<file path="config.mk">
export PLATFORM = sky130hd
export DESIGN_NAME = alu_arbiter
export DESIGN_NICKNAME = d
export VERILOG_FILES = /design/src/rtl/alu_arbiter.sv
export SDC_FILE = /design/constraint.sdc
export NUM_CORES = 1
export LEC_CHECK = 0
export CAP_MARGIN = 20
export CORE_AREA = 2 2 123 125
export DETAILED_ROUTE_END_ITERATION = 8
export DIE_AREA = 0 0 125 127
export GPL_ROUTABILITY_DRIVEN = 1
export MAX_ROUTING_LAYER = met4
export PLACE_DENSITY = 0.66
export SLEW_MARGIN = 10
export SYNTH_ARGS = -nofsm -noshare
export SYNTH_HDL_FRONTEND = slang
export SYNTH_SLANG_ARGS = --single-unit
</file>
<file path="constraint.sdc">
create_clock -name clk -period 3.29 [get_ports clk]
set_clock_uncertainty 0.2 [all_clocks]
set_input_delay 0.329 -clock clk [delete_from_list [all_inputs] [get_ports clk]]
set_output_delay 0.329 -clock clk [all_outputs]
set_load 0.01 [all_outputs]
</file>
<file path="src/rtl/alu_arbiter.sv">
// alu_arbiter
//   Shares one combinational ALU between two requesters (0 = execute stage,
//   1 = address/branch helper). At most one operation is accepted per cycle.
//   The accepted operation's operands/control drive the ALU. Its result is
//   captured into that requester's response register, valid one cycle after
//   acceptance.
//
//   Build option: define ALU_ARB_RR_EN for round-robin contention using
//   last_grant. Without it, requester 0 always wins contention and requester 1
//   can starve.
//
// Ports (i = 0, 1):
//   clk, rst                  clock, synchronous active-high reset
//   req_valid_i / req_ready_i request handshake (ready == grant)
//   req_a_i, req_b_i          32-bit operands
//   req_aluc_i                6-bit ALU control, forwarded unchanged
//   rsp_valid_i / rsp_ready_i response handshake
//   rsp_result_i              registered ALU result
//   alu_a, alu_b, alu_aluc    shared ALU inputs (0 when nothing is granted)
//   alu_result                shared ALU combinational result
module alu_arbiter (
  input  logic        clk,
  input  logic        rst,
  input  logic        req_valid_0,
  output logic        req_ready_0,
  input  logic [31:0] req_a_0,
  input  logic [31:0] req_b_0,
  input  logic [5:0]  req_aluc_0,
  output logic        rsp_valid_0,
  input  logic        rsp_ready_0,
  output logic [31:0] rsp_result_0,
  input  logic        req_valid_1,
  output logic        req_ready_1,
  input  logic [31:0] req_a_1,
  input  logic [31:0] req_b_1,
  input  logic [5:0]  req_aluc_1,
  output logic        rsp_valid_1,
  input  logic        rsp_ready_1,
  output logic [31:0] rsp_result_1,
  output logic [31:0] alu_a,
  output logic [31:0] alu_b,
  output logic [5:0]  alu_aluc,
  input  logic [31:0] alu_result
);

  logic        rsp_valid_0_q, rsp_valid_0_d;
  logic        rsp_valid_1_q, rsp_valid_1_d;
  logic [31:0] rsp_result_0_q, rsp_result_0_d;
  logic [31:0] rsp_result_1_q, rsp_result_1_d;
  logic        elig_0, elig_1;
  logic        grant_0, grant_1;

`ifdef ALU_ARB_RR_EN
  logic        last_grant_q, last_grant_d;
`endif

  // Eligibility and grant. Reset masks both so nothing is accepted during rst.
  always_comb begin
    elig_0 = !rst && req_valid_0 && (!rsp_valid_0_q || rsp_ready_0);
    elig_1 = !rst && req_valid_1 && (!rsp_valid_1_q || rsp_ready_1);
`ifdef ALU_ARB_RR_EN
    // Under contention the requester that was not granted last wins.
    grant_0 = elig_0 && (!elig_1 || last_grant_q);
`else
    grant_0 = elig_0;
`endif
    grant_1 = elig_1 && !grant_0;
  end

  // Shared ALU input mux.
  always_comb begin
    alu_a    = '0;
    alu_b    = '0;
    alu_aluc = '0;
    if (grant_0) begin
      alu_a    = req_a_0;
      alu_b    = req_b_0;
      alu_aluc = req_aluc_0;
    end else if (grant_1) begin
      alu_a    = req_a_1;
      alu_b    = req_b_1;
      alu_aluc = req_aluc_1;
    end
  end

  // Response registers. A grant takes priority over a drain, so a response
  // consumed in the same cycle as a new acceptance stays valid with the new
  // result.
  always_comb begin
    rsp_valid_0_d  = rsp_valid_0_q;
    rsp_valid_1_d  = rsp_valid_1_q;
    rsp_result_0_d = rsp_result_0_q;
    rsp_result_1_d = rsp_result_1_q;
    if (grant_0) begin
      rsp_valid_0_d  = 1'b1;
      rsp_result_0_d = alu_result;
    end else if (rsp_ready_0) begin
      rsp_valid_0_d  = 1'b0;
    end
    if (grant_1) begin
      rsp_valid_1_d  = 1'b1;
      rsp_result_1_d = alu_result;
    end else if (rsp_ready_1) begin
      rsp_valid_1_d  = 1'b0;
    end
  end

`ifdef ALU_ARB_RR_EN
  always_comb begin
    last_grant_d = last_grant_q;
    if (grant_0)      last_grant_d = 1'b0;
    else if (grant_1) last_grant_d = 1'b1;
  end
`endif

  always_ff @(posedge clk) begin
    if (rst) begin
      rsp_valid_0_q  <= 1'b0;
      rsp_valid_1_q  <= 1'b0;
      rsp_result_0_q <= '0;
      rsp_result_1_q <= '0;
`ifdef ALU_ARB_RR_EN
      last_grant_q   <= 1'b1;
`endif
    end else begin
      rsp_valid_0_q  <= rsp_valid_0_d;
      rsp_valid_1_q  <= rsp_valid_1_d;
      rsp_result_0_q <= rsp_result_0_d;
      rsp_result_1_q <= rsp_result_1_d;
`ifdef ALU_ARB_RR_EN
      last_grant_q   <= last_grant_d;
`endif
    end
  end

  assign req_ready_0  = grant_0;
  assign req_ready_1  = grant_1;
  assign rsp_valid_0  = rsp_valid_0_q;
  assign rsp_valid_1  = rsp_valid_1_q;
  assign rsp_result_0 = rsp_result_0_q;
  assign rsp_result_1 = rsp_result_1_q;

endmodule

</file>
Word level (Yosys, flattened, before mapping)
Cells that the tools add are included.

Register bits: 66. Bits of input ports: 178. Output and inout bits: 138.

Multiplexer cells: 10. Reductions and logical operators: 13.

Operators by type and width (count): 32-bit 2-to-1 mux (4); 6-bit 2-to-1 mux (2); 1-bit logical AND (5); 1-bit logical NOT (4); 1-bit 2-to-1 mux (4); 2-bit nonzero test (2); 1-bit logical OR (2).

Logic depth before layout (Yosys ltp)
Depth after elaboration: 7. Gate-level depth with buffers: 5. Gate-level depth less buffers: 4.

Worst setup path before layout
Ideal clock, no wire load.

Kind: reg2out. From: register rsp_valid_0_q, in the netlist rsp_valid_0. To: output alu_a[22]. Arrival: 1.292 ns. Data required time: 2.761 ns. Path slack: 1.469 ns. Cell stages (with the launch flop): 6. Path through: dfxtp_1 > nor2b_2 > o2111ai_4 > inv_2 > buf_2 > a22o_1.

Cells in the longest elaborated chain, start to end: 7.

RTL lines: start: declaration (line 46) `logic rsp_valid_0_q, rsp_valid_0_d;`; start signal: assignment (line 126) `rsp_valid_0_q <= rsp_valid_0_d;`; 1-bit logical NOT (line 59) `elig_0 = !rst && req_valid_0 && (!rsp_valid_0_q || rsp_ready_0);`; 1-bit logical OR (line 59); 1-bit logical AND (line 59); 1-bit logical NOT (line 67) `grant_1 = elig_1 && !grant_0;`; 1-bit logical AND (line 67); net req_ready_1 (line 33) `output logic req_ready_1,`; 32-bit 2-to-1 mux (line 79) `end else if (grant_1) begin`; 32-bit 2-to-1 mux (line 75) `if (grant_0) begin`; end: declaration (line 40) `output logic [31:0] alu_a,`.

The timed path passes the listed nets, and every way through them passes these cells.

Worst setup path in the final report
From: input rsp_ready_0. To: output alu_b[2].

Cells in the longest elaborated chain, start to end: 6.

RTL lines: start: declaration (line 30) `input logic rsp_ready_0,`; 1-bit logical OR (*) (line 59); 1-bit logical AND (*) (line 59); 1-bit logical NOT (line 67); 1-bit logical AND (line 67); 32-bit 2-to-1 mux (line 79); 32-bit 2-to-1 mux (*) (line 75); end: declaration (line 41) `output logic [31:0] alu_b,`.

Mark *: on every way between the ends. The rest lies on a longest branch, timed or not.

==> metrics.md <==
| Metric | Value |
|---|---|
| Avg WL per Cell | 19.1 um |
| Crit path kind | in -> out |
| # fillers | 1341 |
| Die Y | 127 um |
| Critical Path End Type | primary output |
| WP data arrival | 2400 ps |
| #FFs+latches synth | 66 |
| Die area | 15900 sq um |
| Clock slew at reported path FFs | 50 ps |
| Drt total wl | 15.7 mm |
| Leading area contributor after synthesis | dfxtp_1 |
| Pwr/cell area | 363 nW/um^2 |
| Max VDD drop | 0.000264 V |
| Most frequent cells in the layout | clkdlybuf4s50_1 (315), a22o_1 (70), dfxtp_1 (66) |
| Post-Syn Nets | 499 |
| Grt ovf | 0 |
| Cell mode on critical path | clkdlybuf4s50_1 |
| Final core utilization | 0.472 |
| Layout area overhead | 112% |
| Fin Hold WS | 254 ps |
| Vias in the first global route | 3814 |
| CP Buf/Inv Count | 4 |
| CP max stage cell | clkdlybuf4s50_1 |
| Synth Cell Area | 3200 sq um |
| Routed Antenna Nets | 0 |
| Fmax | 0.342 GHz |
| Pin count of the biggest net entering global routing | 72 |
| # setup viols final | 0 |
| Post-DP HPWL | 12.9 mm |
| Die X | 125 um |
| Final Hold Viols | 0 |
| Overall routing resource usage | 0.191 |
| Post-CTS Hold Fix Bufs | 0 |
| Multi-input gate area | 1660 sq um |
| Input/output buffers | 315 |
| Slew headroom | 0.633 |
| Syn_area_per_cell | 9.98 sq um |
| Via Count | 3678 |
| Post-synthesis cell count | 321 |
| Routability Congestion | 0.919 |
| Commonest non-fill, non-tap cell in the layout | clkdlybuf4s50_1 |
| Clock latency on the worst-skew pair | 320 ps |
| Placed Cells | 799 |
| CP Max Fanout | 71 |
| I/O pin cnt | 316 |
| Core area | 14400 sq um |
| Initial antenna violation count | 6 |
| First-pass GRT wire length | 22.7 mm |
| Yosys warnings | 0 |
| Via density | 4.48 |
| Delay-heaviest family, CP | buffers and inverters |
| # H-tree levels | 3 |
| DRC | 0 |
| Setup tns final | 0 ps |
| Dpl cell area | 6530 sq um |
| Post-synthesis sequential area ratio | 0.412 |
| Leakage | 2.76 nW |
| Maxcap violations | 0 |
| TritonRoute pass-1 iters | 4 |
| Fraction of layout cells with a size suffix above 1 | 0.0650 |
| Post_cts resized | 0 |
| CTS tree | built |
| Nets | 804 |
| Initial Util | 0.222 |
| Status | complete, no violations |
| Slowest stage delay, CP | 580 ps |
| Final clock period utilization by the worst path | 0.890 |
| Non-filler cells, final | 821 |
| Root Buffer | clkbuf_16 |
| Share of the synthesized area in the top cell type | 0.412 |
| Row Count | 44 |
| Bufs on Longest Clock Path | 2 |
| Synth cell types | 18 |
| Critical-path cell list | clkdlybuf4s50_1, nor2b_2, o2111ai_4, inv_2, buf_12, a22o_1, clkdlybuf4s50_1 |
| Sequential cell area | 1320 sq um |
| Hold crit path type | reg -> reg |
| Setup repair after global routing missed its margin | no |
| Startpoint types | input port |
| Cts bufs inserted | 9 |
| Final min period | 2930 ps |
| Clock sinks | 66 |
| Ranking of synthesized cells by area | dfxtp_1 (41%), a22o_1 (19%), mux2i_1 (12%), mux2_2 (5.6%), nor2b_1 (5.1%) |
| Max Slew Vio Count | 0 |
| Initial drt markers | 102 |
| Post-CTS Setup Bufs | 0 |
| Final instance area | 6810 sq um |
| Worst-margin pin slew | 550 ps |
| CP Data Required Time | 2760 ps |
[per-layer routing]
| layer | GRT usage | wire, um | up-vias |
|---|---|---|---|
| li1 | - | - | 1752 |
| met1 | 0.184 | 5510 | 1741 |
| met2 | 0.369 | 8900 | 166 |
| met3 | 0.0456 | 949 | 19 |
| met4 | 0.0712 | 351 | 0 |
| met5 | - | 0 | - |
[worst register-to-register path, cell delays in order, from the launching register on]
cell and delay (ps):
dfxtp_1 330, nor2b_2 200, nor3_4 190, buf_4 240, buf_4 430, mux2_2 410
[logic make-up after synthesis]
| group | after synthesis | synth area share |
|---|---|---|
| AOI/OAI and AO/OA | 72 | 0.201 |
| buffers and inverters | 50 | 0.0711 |
| DFF | 66 | 0.412 |
| muxes | 64 | 0.210 |
| and+or+nand+nor | 69 | 0.105 |
[metrics by stage]
| stage | setup slack (ps) | total power, mW |
|---|---|---|
| 2_1_floorplan | 1470 | 1.14 |
| 3_3_place_gp | 378 | 1.63 |
| 3_5_place_dp | 326 | 1.64 |
| 4_1_cts | 323 | 2.50 |
| 5_1_grt | 258 | 2.58 |
| 6_report | 362 | 2.47 |
[flip-flops by register name, indices dropped and copies added, names as in the netlist]
name / cells
rsp_result_0: 32
rsp_result_1: 32
rsp_valid_0: 1
rsp_valid_1: 1
[path summary, 6_finish.rpt]
check | from | to | slack (ps) | depth (start not counted)
worst max-delay path | rsp_ready_0 | alu_b[2] | 360 | 7
worst min-delay path | rsp_result_0[28] | rsp_result_0[28] | 250 | 2
worst max register to register | rsp_valid_0 | rsp_result_0[2] | 1180 | 5
worst min register to register | rsp_result_0[28] | rsp_result_0[28] | 250 | 2
[layout make-up]
type                       count  area share
inverter                      22      0.0121
tap                          184      0.0338
multi-input combinational    205       0.244
sequential                    66       0.194
clock buffer                  14      0.0373
antenna                        6     0.00221
clock inverter                 2     0.00184
timing repair buffer         322       0.475
[report_power, final]
group | internal (mW) | switching [mW] | leakage (nW)
combinational | 0.470 | 0.263 | 2.09
sequential | 0.859 | 0.0288 | 0.544
clock | 0.530 | 0.322 | 0.127
total | 1.86 | 0.614 | 2.76
[cell usage after synthesis (all sizes together)]
| master | count |
|---|---|
| mux2i | 38 |
| mux2 | 26 |
| inv | 22 |
| o2111ai | 1 |
| buf | 22 |
| nand2 | 38 |
| clkbuf | 6 |
| a22o | 70 |
| dfxtp | 66 |
| nor2 | 2 |
| nor3 | 1 |
| nor2b | 27 |
| nand2b | 1 |
| a21oi | 1 |
(Power assumes the default switching activity.)
